### src/rtl/mpu_context_loader.sv
// MPU context loader: fetches a 4-word PCB entry for a pid and writes it to the MPU registers.
module mpu_context_loader #(
    parameter logic [31:0] PCB_TABLE_BASE = 32'h0000_0100
) (
    input  logic        i_clock,
    input  logic        i_reset,
    input  logic        i_start,
    input  logic [3:0]  i_pid,
    input  logic        i_seg_fault,
    output logic        o_mem_req,
    output logic [31:0] o_mem_addr,
    input  logic        i_mem_ack,
    input  logic [31:0] i_mem_rdata,
    output logic        o_mpu_we,
    output logic [1:0]  o_mpu_write_addr,
    output logic [31:0] o_mpu_w_data,
    output logic        o_busy,
    output logic        o_done,
    output logic        o_fault_load,
    output logic [3:0]  o_cur_pid
);

    localparam int unsigned ADDR_W = 32;
    localparam int unsigned PID_W  = 4;
    localparam int unsigned IDX_W  = 2;

    typedef enum logic [1:0] {
        S_IDLE  = 2'd0,
        S_FETCH = 2'd1,
        S_WRITE = 2'd2,
        S_DONE  = 2'd3
    } state_t;

    state_t              r_state;
    logic [IDX_W-1:0]    r_idx;
    logic                r_fault_pending;

    state_t              w_state_nxt;
    logic [IDX_W-1:0]    w_idx_nxt;
    logic [PID_W-1:0]    w_pid_nxt;
    logic                w_fault_nxt;
    logic                w_pending_nxt;
    logic [ADDR_W-1:0]   w_mem_addr_nxt;
    logic [IDX_W-1:0]    w_waddr_nxt;
    logic [31:0]         w_wdata_nxt;

    // Next-state, load bookkeeping and next output values.
    always_comb begin
        w_state_nxt    = r_state;
        w_idx_nxt      = r_idx;
        w_pid_nxt      = o_cur_pid;
        w_fault_nxt    = o_fault_load;
        w_pending_nxt  = r_fault_pending;
        w_mem_addr_nxt = o_mem_addr;
        w_waddr_nxt    = o_mpu_write_addr;
        w_wdata_nxt    = o_mpu_w_data;

        // A fault during a normal load is remembered; during a fault load it is dropped.
        if ((r_state != S_IDLE) && !o_fault_load && i_seg_fault) begin
            w_pending_nxt = 1'b1;
        end

        case (r_state)
            S_IDLE: begin
                if (i_seg_fault) begin
                    w_state_nxt = S_FETCH;
                    w_pid_nxt   = '0;
                    w_fault_nxt = 1'b1;
                    w_idx_nxt   = '0;
                end else if (i_start) begin
                    w_state_nxt = S_FETCH;
                    w_pid_nxt   = i_pid;
                    w_fault_nxt = 1'b0;
                    w_idx_nxt   = '0;
                end
            end
            S_FETCH: begin
                if (i_mem_ack) begin
                    w_state_nxt = S_WRITE;
                    w_wdata_nxt = i_mem_rdata;
                    w_waddr_nxt = r_idx;
                end
            end
            S_WRITE: begin
                if (r_idx == IDX_W'(3)) begin
                    w_state_nxt = S_DONE;
                end else begin
                    w_state_nxt = S_FETCH;
                    w_idx_nxt   = r_idx + IDX_W'(1);
                end
            end
            S_DONE: begin
                if (w_pending_nxt) begin
                    w_state_nxt   = S_FETCH;
                    w_pid_nxt     = '0;
                    w_fault_nxt   = 1'b1;
                    w_idx_nxt     = '0;
                    w_pending_nxt = 1'b0;
                end else begin
                    w_state_nxt = S_IDLE;
                    w_fault_nxt = 1'b0;
                end
            end
            default: begin
                w_state_nxt = S_IDLE;
            end
        endcase

        // Address of the PCB word about to be fetched.
        if (w_state_nxt == S_FETCH) begin
            w_mem_addr_nxt = PCB_TABLE_BASE
                           + (ADDR_W'(w_pid_nxt) << 4)
                           + (ADDR_W'(w_idx_nxt) << 2);
        end
    end

    // State register and registered outputs.
    always_ff @(posedge i_clock or posedge i_reset) begin
        if (i_reset) begin
            r_state          <= S_IDLE;
            r_idx            <= '0;
            r_fault_pending  <= 1'b0;
            o_mem_req        <= 1'b0;
            o_mem_addr       <= '0;
            o_mpu_we         <= 1'b0;
            o_mpu_write_addr <= '0;
            o_mpu_w_data     <= '0;
            o_busy           <= 1'b0;
            o_done           <= 1'b0;
            o_fault_load     <= 1'b0;
            o_cur_pid        <= '0;
        end else begin
            r_state          <= w_state_nxt;
            r_idx            <= w_idx_nxt;
            r_fault_pending  <= w_pending_nxt;
            o_mem_req        <= (w_state_nxt == S_FETCH);
            o_mem_addr       <= w_mem_addr_nxt;
            o_mpu_we         <= (w_state_nxt == S_WRITE);
            o_mpu_write_addr <= w_waddr_nxt;
            o_mpu_w_data     <= w_wdata_nxt;
            o_busy           <= (w_state_nxt != S_IDLE);
            o_done           <= (w_state_nxt == S_DONE);
            o_fault_load     <= w_fault_nxt;
            o_cur_pid        <= w_pid_nxt;
        end
    end

endmodule

### config.mk
export PLATFORM = sky130hd
export DESIGN_NAME = mpu_context_loader
export DESIGN_NICKNAME = d
export VERILOG_FILES = /design/src/rtl/mpu_context_loader.sv
export SDC_FILE = /design/constraint.sdc
export NUM_CORES = 1
export LEC_CHECK = 0
export CORE_MARGIN = 2
export CORE_UTILIZATION = 30
export DETAILED_ROUTE_END_ITERATION = 7
export PLACE_DENSITY = 0.68
export REMOVE_ABC_BUFFERS = 1
export SETUP_SLACK_MARGIN = 0.5
export SLEW_MARGIN = 25
export SYNTH_ARGS = -nofsm -noshare
export SYNTH_HDL_FRONTEND = slang
export SYNTH_SLANG_ARGS = --single-unit
### constraint.sdc
create_clock -name i_clock -period 2.32 [get_ports i_clock]
set_input_delay 0.464 -clock i_clock [delete_from_list [all_inputs] [get_ports i_clock]]
set_output_delay 0.464 -clock i_clock [all_outputs]
set_load 0.02 [all_outputs]
# Yosys cells after proc, flatten, opt, wreduce, memory -nomap -nowiden
# Index checks and enable logic that the tools add are counted.
# word_totals
in_bits,41
word_cells,53
output_inout_bits,75
ff_bits,80
# op_classes
addsub,3
reduce_logical,9
mux,21
eq_ne,8
# ops
cell,n
two-way mux 2 bit,8
two-way mux 4 bit,3
adder 10 x 4 -> 11 bit,1
"adder 9 x 8 -> 10 bit, first input constant",1
"== test 2 bit, second input constant",5
case mux 2 bit (4 select lines),1
case mux 4 bit (2 select lines),1
two-way mux 1 bit,6
case mux 2 bit (3 select lines),1
nonzero test 2 bit,3
"== test 2 x 1 -> 1 bit, second input constant",2
AND reduction 2 bit,2
"!= test 3 bit, second input constant",1
"adder 2 x 1 -> 2 bit, second input constant",1
logical AND 1 bit,2
zero test 2 bit,1
case mux 1 bit (2 select lines),1
zero test 1 bit,1

# Logic depth before layout (Yosys ltp)
# Gate-level depths: netlist (run 1).
# depth
word_depth,8
ltp_mapped,8
ltp_nobuf,7

# Worst setup path after synthesis (run 1)
# No wires, ideal clock.
# synth_timing
path_kind,flip-flop to flip-flop
startpoint,reg r_state[0]
endpoint,reg o_mem_addr[2]
t_required_ns,2.195
period_less_slack_ns,2.011
path_stages_with_launch,9
path_buffers,1
path_slack_ns,0.309
setup_time_ns,0.125
t_arrival_ns,1.886
path_cell_list,dfrtp_1 -> inv_1 -> ha_1 -> clkbuf_1 -> nand2b_1 -> nor2_1 -> a21oi_1 -> nand2_4 -> mux2_4
# synth_via
elab_chain_cells,7
word_cells_on_any_way,17
classes_between,1 x add/sub; 4 x eq/ne; 8 x mux; 4 x reduce/logical
# synth_lines
element,line_no,text
start: declaration,34,state_t r_state;
start signal: assignment,133,r_state <= w_state_nxt;
nonzero test 2 bit,59,if ((r_state != S_IDLE) && !o_fault_load && i_seg_fault) begin
logical AND 1 bit (2 in series),59,
two-way mux 1 bit,59,
two-way mux 2 bit / two-way mux 1 bit (equally long branches),93,if (w_pending_nxt) begin
case mux 2 bit (3 select lines) / case mux 2 bit (4 select lines) (equally long branches),63,case (r_state)
adder 10 x 4 -> 11 bit / == test 2 x 1 -> 1 bit (equally long branches),"113, 110",
end signal: assignment,137,o_mem_addr <= w_mem_addr_nxt;
end: declaration,11,"output logic [31:0] o_mem_addr,"
# Parallel ways exist; a longest one is shown, timed or not.
# A chain may end at the register's enable or synchronous reset.

# Worst setup path in the final report (run 1)
# layout_timing
startpoint,reg r_state[1]
endpoint,reg o_mem_addr[2]
# layout_via
elab_chain_cells,7
word_cells_on_any_way,17
classes_between,1 x add/sub; 4 x eq/ne; 8 x mux; 4 x reduce/logical
# layout_lines
element,line_no,text
nonzero test 2 bit,59,
logical AND 1 bit (2 in series),59,
two-way mux 1 bit,59,
two-way mux 1 bit,93,
case mux 2 bit (4 select lines) *,63,
net w_state_nxt[0],38,state_t w_state_nxt;
== test 2 x 1 -> 1 bit *,110,if (w_state_nxt == S_FETCH) begin
# The timed path passes the listed nets; every way through them passes the cells marked *.

==> run summary, run 1 <==
status -> completed
cell repeated most along the worst path -> inv_2
full die area -> 8790 um^2
R2R Setup Slk -> 0.46 ns
Final #Nets -> 333
Placer Congestion -> 0.739
startpoint type of the worst setup path -> flip-flop
Post-Synthesis Cells -> 183
clk slew on worst S/H paths -> 0.10 ns
first-pass GRT wire length -> 8.05 mm
clock sinks -> 55
Leak -> 1.58 nW
DR WL/cell -> 13.2 um
Synth Register Bits -> 55
slowest stage delay, CP -> 0.43 ns
CP bufs+invs -> 2
Core Util, Final -> 0.462
Via density -> 4.29
max-cap violation count -> 0
Core ar. -> 7770 um^2
num ports -> 116
CP max FO -> 7
die width -> 93.8 um
hold-fix buffers at CTS -> 0
port bufs -> 90
Cells on Worst Hold Path -> 1
DRC Markers -> 0
worst skew pair latency -> 0.30 ns
Rows -> 32
Synth area leaders -> dfrtp_1 57%, mux2_2 15%, buf_4 7.8%, mux2_4 3.7%, o21ai_0 2.3%
initial DRC count -> 43
CP arrival -> 2.05 ns
Routed Antenna Nets -> 0
worst r2r path cells -> 7
clock tree buffer depth -> 2
Placed Instances -> 376
PD cells -> 1380 nW/um^2
CP endpoint kind -> flip-flop
diode count -> 0
Crit Path Class -> reg -> reg
cell taking the most area after synthesis -> dfrtp_1
via count -> 1676
clk root buf -> clkbuf_8
worst path required time -> 2.51 ns
synth unique cells -> 26
Seq pwr share -> 0.328
Max Slew Vio Count -> 0
Worst path depth -> 7
share of cells above drive strength 1 -> 0.263
total grt overflow -> 0
register area share after synthesis -> 0.569
peak supply drop -> 0.000517 V
Initial Util -> 0.311
largest net degree at the start of global routing -> 36
Yosys warnings -> 0
initial antenna violation count -> 0
switching share of power -> 0.372
slowest stage cell, crit path -> dfrtp_1
Yosys top cell area share -> 0.569
Net Switching -> 1.84 mW
area growth from synthesis to layout -> 48.3%
Finished Layout Cells -> 391
Post-synth ARST share -> 1.00
Worst Skew -> 0.00827 ns
mapped cell area -> 2420 um^2
Fmax achieved -> 537 MHz
TNS Setup -> 0 ns
DIE HEIGHT -> 93.8 um
final setup fails -> 0
Final Hold Violating Endpoints -> 0
DP HPWL -> 3.79 mm
Hold Crit Class -> reg -> reg
GRT Total Usage -> 0.116
CTS tree -> yes
CTS buffer count -> 5
H-tree depth -> 2
Main synth FF type -> dfrtp_1
Int Pwr -> 3.10 mW
unrepaired setup endpoints after global routing -> yes
Mean Syn Cell Area -> 13.2 um^2
crit-path cells -> inv_2 > ha_4 > inv_2 > or3_4 > a32oi_4 > nand2_4 > mux2_4
post-layout minimum cycle time -> 1.86 ns
number of global-route vias before repair -> 1693
clock share of power -> 0.115
combinational share of power -> 0.558
fin crit share -> 0.803
Largest delay share family, worst path -> simple AND/OR/NAND/NOR gates
Post-synth EDFFs -> 0
drt pass-1 iters -> 4
Routed WL -> 5.17 mm
==> path summary, 6_finish.rpt <==
kind	start	endpoint
min in group asynchronous	i_reset	o_mpu_w_data[26]
hold / removal	o_mem_addr[8]	o_mem_addr[8]
setup reg to reg	r_state[1]	o_mem_addr[2]
setup / recovery	r_state[1]	o_mem_addr[2]
hold reg to reg	o_mem_addr[8]	o_mem_addr[8]
max in group asynchronous	i_reset	r_state[0]
==> state kept, by name, summed over array words and instances, names as in the netlist <==
register          flops
o_busy                1
o_cur_pid             4
o_done                1
o_fault_load          1
o_mem_addr            7
o_mem_req             1
o_mpu_w_data         32
o_mpu_we              1
o_mpu_write_addr      2
r_fault_pending       1
r_idx                 2
r_state               2
==> synth_stat cells (3+ instances only) <==
library cell  count
ha_1              4
a22o_1            4
nor2_1            6
mux2_2           33
mux2_4            6
a21oi_1           5
buf_4            25
inv_1             9
o21ai_0          11
dfrtp_1          55
nor2b_1           3
nand2b_1          3
clkbuf_1          4
nand2_1           3
==> layout make-up <==
cell class	count	area, um^2
fillers	729	4180
flip-flops and latches	55	1380
clock buffers	8	100
repair buffers	103	1010
inverters	10	37.5
well taps	102	128
multi-input cells	113	933
==> worst reg2reg max path: stages, from the launching register on <==
cell and delay, ns:
dfrtp_1 0.43, inv_2 0.10, ha_4 0.14, inv_2 0.04, or3_4 0.37, a32oi_4 0.22
nand2_4 0.14, mux2_4 0.32
==> power by group through the flow <==
stage          registers (mW)  logic [mW]  clock network [mW]
3_3_place_gp             1.62        2.55                   0
4_1_cts                  1.62        2.76               0.602
5_1_grt                  1.68        2.93               0.639
3_5_place_dp             1.63        2.59                   0
6_report                 1.62        2.75               0.566
2_1_floorplan            2.10       0.977                   0
==> layout by cell type, fill, tap and decap left out <==
cell type,count
o31a_1,1
buf_12,1
nand2_1,3
nor2_2,1
o21ai_1,1
inv_2,4
a21o_1,1
dfrtp_1,54
mux2_2,33
nand3_1,1
and3_1,1
clkdlybuf4s50_1,89
buf_4,12
ha_1,1
a31o_2,1
a32oi_4,1
nand2b_1,3
dlygate4sd2_1,1
conb_1,25
or3_4,1
a22o_1,4
o211ai_1,1
o21ai_0,9
clkbuf_1,1
a21oi_1,4
ha_4,2
clkbuf_8,7
a21oi_2,1
nor3_1,1
mux2_4,6
nor2b_1,1
o21ai_2,1
nor2b_2,2
inv_1,6
dfrtp_2,1
ha_2,1
nor2_1,5
nand2_4,1
==> metal layers <==
layer / vias to the layer above / GRT usage / part of all wire
met5: - / 0 / 0
met2: 77 / 0.186 / 0.49
met1: 811 / 0.149 / 0.41
met3: 7 / 0.0377 / 0.084
met4: 0 / 0.0362 / 0.0091
li1: 781 / - / -
==> cell families (layout without fill, tap and decap cells) <==
group                    after synthesis  count (layout)  share of synthesized area
buffers and inverters                 39             121                     0.0994
flip-flops                            55              55                      0.569
AND/OR/NAND/NOR                       20              20                     0.0455
AO/OA/AOI/OAI                         25              25                     0.0725
multiplexers                          39              39                      0.191
adder cells (fa/ha/maj)                4               4                     0.0207
other                                  1              25                    0.00155
==> metrics by stage <==
step           hold WS (ns)  setup slack, ns  cell area (um^2)  power (mW)
2_1_floorplan         0.510            0.356              2300        3.08
3_3_place_gp          0.464            0.125              3390        4.17
3_5_place_dp          0.462           0.0537              3390        4.22
4_1_cts               0.490            0.482              3580        4.98
5_1_grt               0.519            0.369              3590        5.26
6_report              0.483            0.457              3590        4.94
==> repair_timing <==
item,CTS,global route
setup endpoints to repair,12,10
setup buffers,7,0
pin swaps,4,3
resized for setup,13,3
(Power assumes the default switching activity.)
==> run 2: changes to the inputs <==
clock period = 1.8 ns   (was 2.32 ns; I/O delays follow)
==> run 2 against run 1 <==
Effect of this change: the flow now finishes with violations (negative setup slack); clock-buffer cell count fell by 2; core utilization grew 4.1 points; combinational power up 54%; sequential cell count unchanged; die area is the same; worst hold slack worse by 0.063 ns; largest cell class unchanged; sequential power is 31% higher; routed wire length increased by 16%; fmax is essentially flat; highest routed layer unchanged.
==> run summary, run 2 (same netlist as run 1, synthesis figures left out) <==
status -> complete, but fails checks
failing checks -> negative setup slack
Hold Crit Class -> in -> async
CP max FO -> 7 (unchanged)
post-layout minimum cycle time -> 1.86 ns (+0.000894 ns)
Core ar. -> 7770 um^2 (unchanged)
via count -> 1831 (+9.2%)
clock sinks -> 55 (unchanged)
Largest Register -> o_mpu_w_data
setup ws final -> -0.0642 ns (-0.521 ns)
total power -> 7.20 mW (+46%)
Sequential Area -> 1380 um^2 (about the same)
most frequent cells in the layout -> 53 x dfrtp_1, 49 x buf_2, 40 x clkdlybuf4s50_1, 39 x mux2_4, 25 x conb_1
largest net degree at the start of global routing -> 56 (+56%)
DP HPWL -> 3.68 mm (-2.9%)
Rows -> 32 (unchanged)
Via density -> 4.38 (+2.2%)
peak supply drop -> 0.000718 V (+39%)
DRC Markers -> 0 (unchanged)
share of cells above drive strength 1 -> 0.516 (+0.253)
fillers -> 693 (-4.9%)
port bufs -> 90 (unchanged)
drt pass-1 iters -> 4 (unchanged)
Routed WL -> 5.98 mm (+16%)
hold-fix buffers at CTS -> 0 (unchanged)
clk slew on worst S/H paths -> 0.10 ns (about the same)
Int Pwr -> 4.49 mW (+45%)
Placer Congestion -> 0.838 (+13%)
max-cap violation count -> 0 (unchanged)
number of global-route vias before repair -> 1799 (+6.3%)
CP endpoint kind -> flip-flop
Leak -> 1.97 nW (+25%)
GRT Total Usage -> 0.127 (+0.0104)
DR WL/cell -> 14.3 um (+8.2%)
CTS tree -> yes
Initial Util -> 0.311 (unchanged)
Routed Antenna Nets -> 0 (unchanged)
area growth from synthesis to layout -> 61.5%
initial DRC count -> 62 (+44%)
startpoint type of the worst setup path -> flip-flop
initial antenna violation count -> 0 (unchanged)
clock share of power -> 0.117 (+0.002)
combinational share of power -> 0.588 (+0.030)
switching share of power -> 0.376 (+0.00426)
unrepaired setup endpoints after global routing -> yes
Crit Path Class -> reg -> reg
worst path required time -> 1.99 ns (-0.52 ns)
Worst Skew -> 0.00686 ns (-0.00141 ns)
Final #Nets -> 360 (+8.1%)
fin crit share -> 1.04 (+0.233)
final setup fails -> 11 (+11)
PD cells -> 1840 nW/um^2 (+34%)
H-tree depth -> 2 (unchanged)
most common cell after layout, fill and taps aside -> dfrtp_1
worst skew pair latency -> 0.30 ns (about the same)
area of the multi-input gates -> 1140 um^2 (+22%)
Max Slew Vio Count -> 0 (unchanged)
dpl ws -> -0.267 ns (-0.321 ns)
diode count -> 0 (unchanged)
total grt overflow -> 0 (unchanged)
CTS buffer count -> 5 (unchanged)
Core Util, Final -> 0.503 (+0.0411)
registers with the most flip-flops -> o_mpu_w_data (32), o_mem_addr (7), o_cur_pid (4)
full die area -> 8790 um^2 (unchanged)
first-pass GRT wire length -> 8.76 mm (+8.9%)
clk root buf -> clkbuf_8
Fmax achieved -> 536 MHz (about the same)
Final Hold Violating Endpoints -> 0 (unchanged)
clock tree buffer depth -> 2 (unchanged)
Net Switching -> 2.71 mW (+47%)
CP arrival -> 2.06 ns (about the same)
die width -> 93.8 um (unchanged)
DIE HEIGHT -> 93.8 um (unchanged)
max reg flops -> 32 (unchanged)
num ports -> 116 (unchanged)
Seq pwr share -> 0.296 (-0.032)
[run 2: per-layer routing]
layer	GRT usage	routed length [um]
met1	0.156	2560
met2	0.218	2950
met3	0.0337	442
met4	0.0350	34
met5	0	0
[run 2: power by group through the flow]
stage	logic, mW	registers [mW]	clock network, mW
after global placement	3.51	2.08	0
after floorplan	1.26	2.71	0
after global routing	4.49	2.20	0.932
after detailed placement	3.56	2.09	0
final	4.23	2.13	0.841
after CTS	3.75	2.08	0.878
[run 2: cell type report]
cell class,instances,area share
well taps,102,0.0327
inverters,10,0.0103
repair buffers,130,0.283
clock inverters,2,0.00897
clock buffers,6,0.0211
flip-flops and latches,55,0.353
multi-input cells,113,0.291
[run 2: worst paths after layout]
check / cells past startpoint / startpoint / end / slack [ns]
max in group asynchronous: 3 / i_reset / r_state[0] / 1.13
hold / removal: 3 / i_reset / o_mpu_w_data[30] / 0.42
setup / recovery: 7 / r_state[1] / o_mem_addr[2] / -0.06
setup reg to reg: 7 / r_state[1] / o_mem_addr[2] / -0.06
hold reg to reg: 1 / o_mem_addr[8] / o_mem_addr[8] / 0.49
min in group i_clock: 1 / o_mem_addr[8] / o_mem_addr[8] / 0.49
[run 2: repair_timing]
action | in CTS | in global routing
setup endpoints to repair | 104 | 60
buffers inserted | 14 | 4
cloned | 3 | 0
pin swaps | 8 | 7
hold endpoints to repair | 0 | 0
resized for setup | 231 | 53
[run 2: metrics by stage]
stage	std cells	area (um^2)	TNS, ns	hold slack (ns)
global placement	389	3500	-1.82	0.463
floorplan	178	2300	-6.32	0.510
finish	418	3910	-0.428	0.421
global route	418	3910	-1.29	0.447
CTS	414	3710	-0.0209	0.419
detailed placement	389	3500	-2.11	0.465
[run 2: critical path, stage by stage (launching register included)]
cell	delay [ns]
dfrtp_1	0.43
inv_2	0.12
ha_4	0.15
inv_2	0.04
or3_4	0.34
a32oi_4	0.22
nand2_4	0.14
mux2_4	0.32
==> run 3: changes to the inputs <==
SLEW_MARGIN = not set   (was 25)
==> results of run 3 <==
The final DEF is identical to that of run 2; final timing and power are the same.
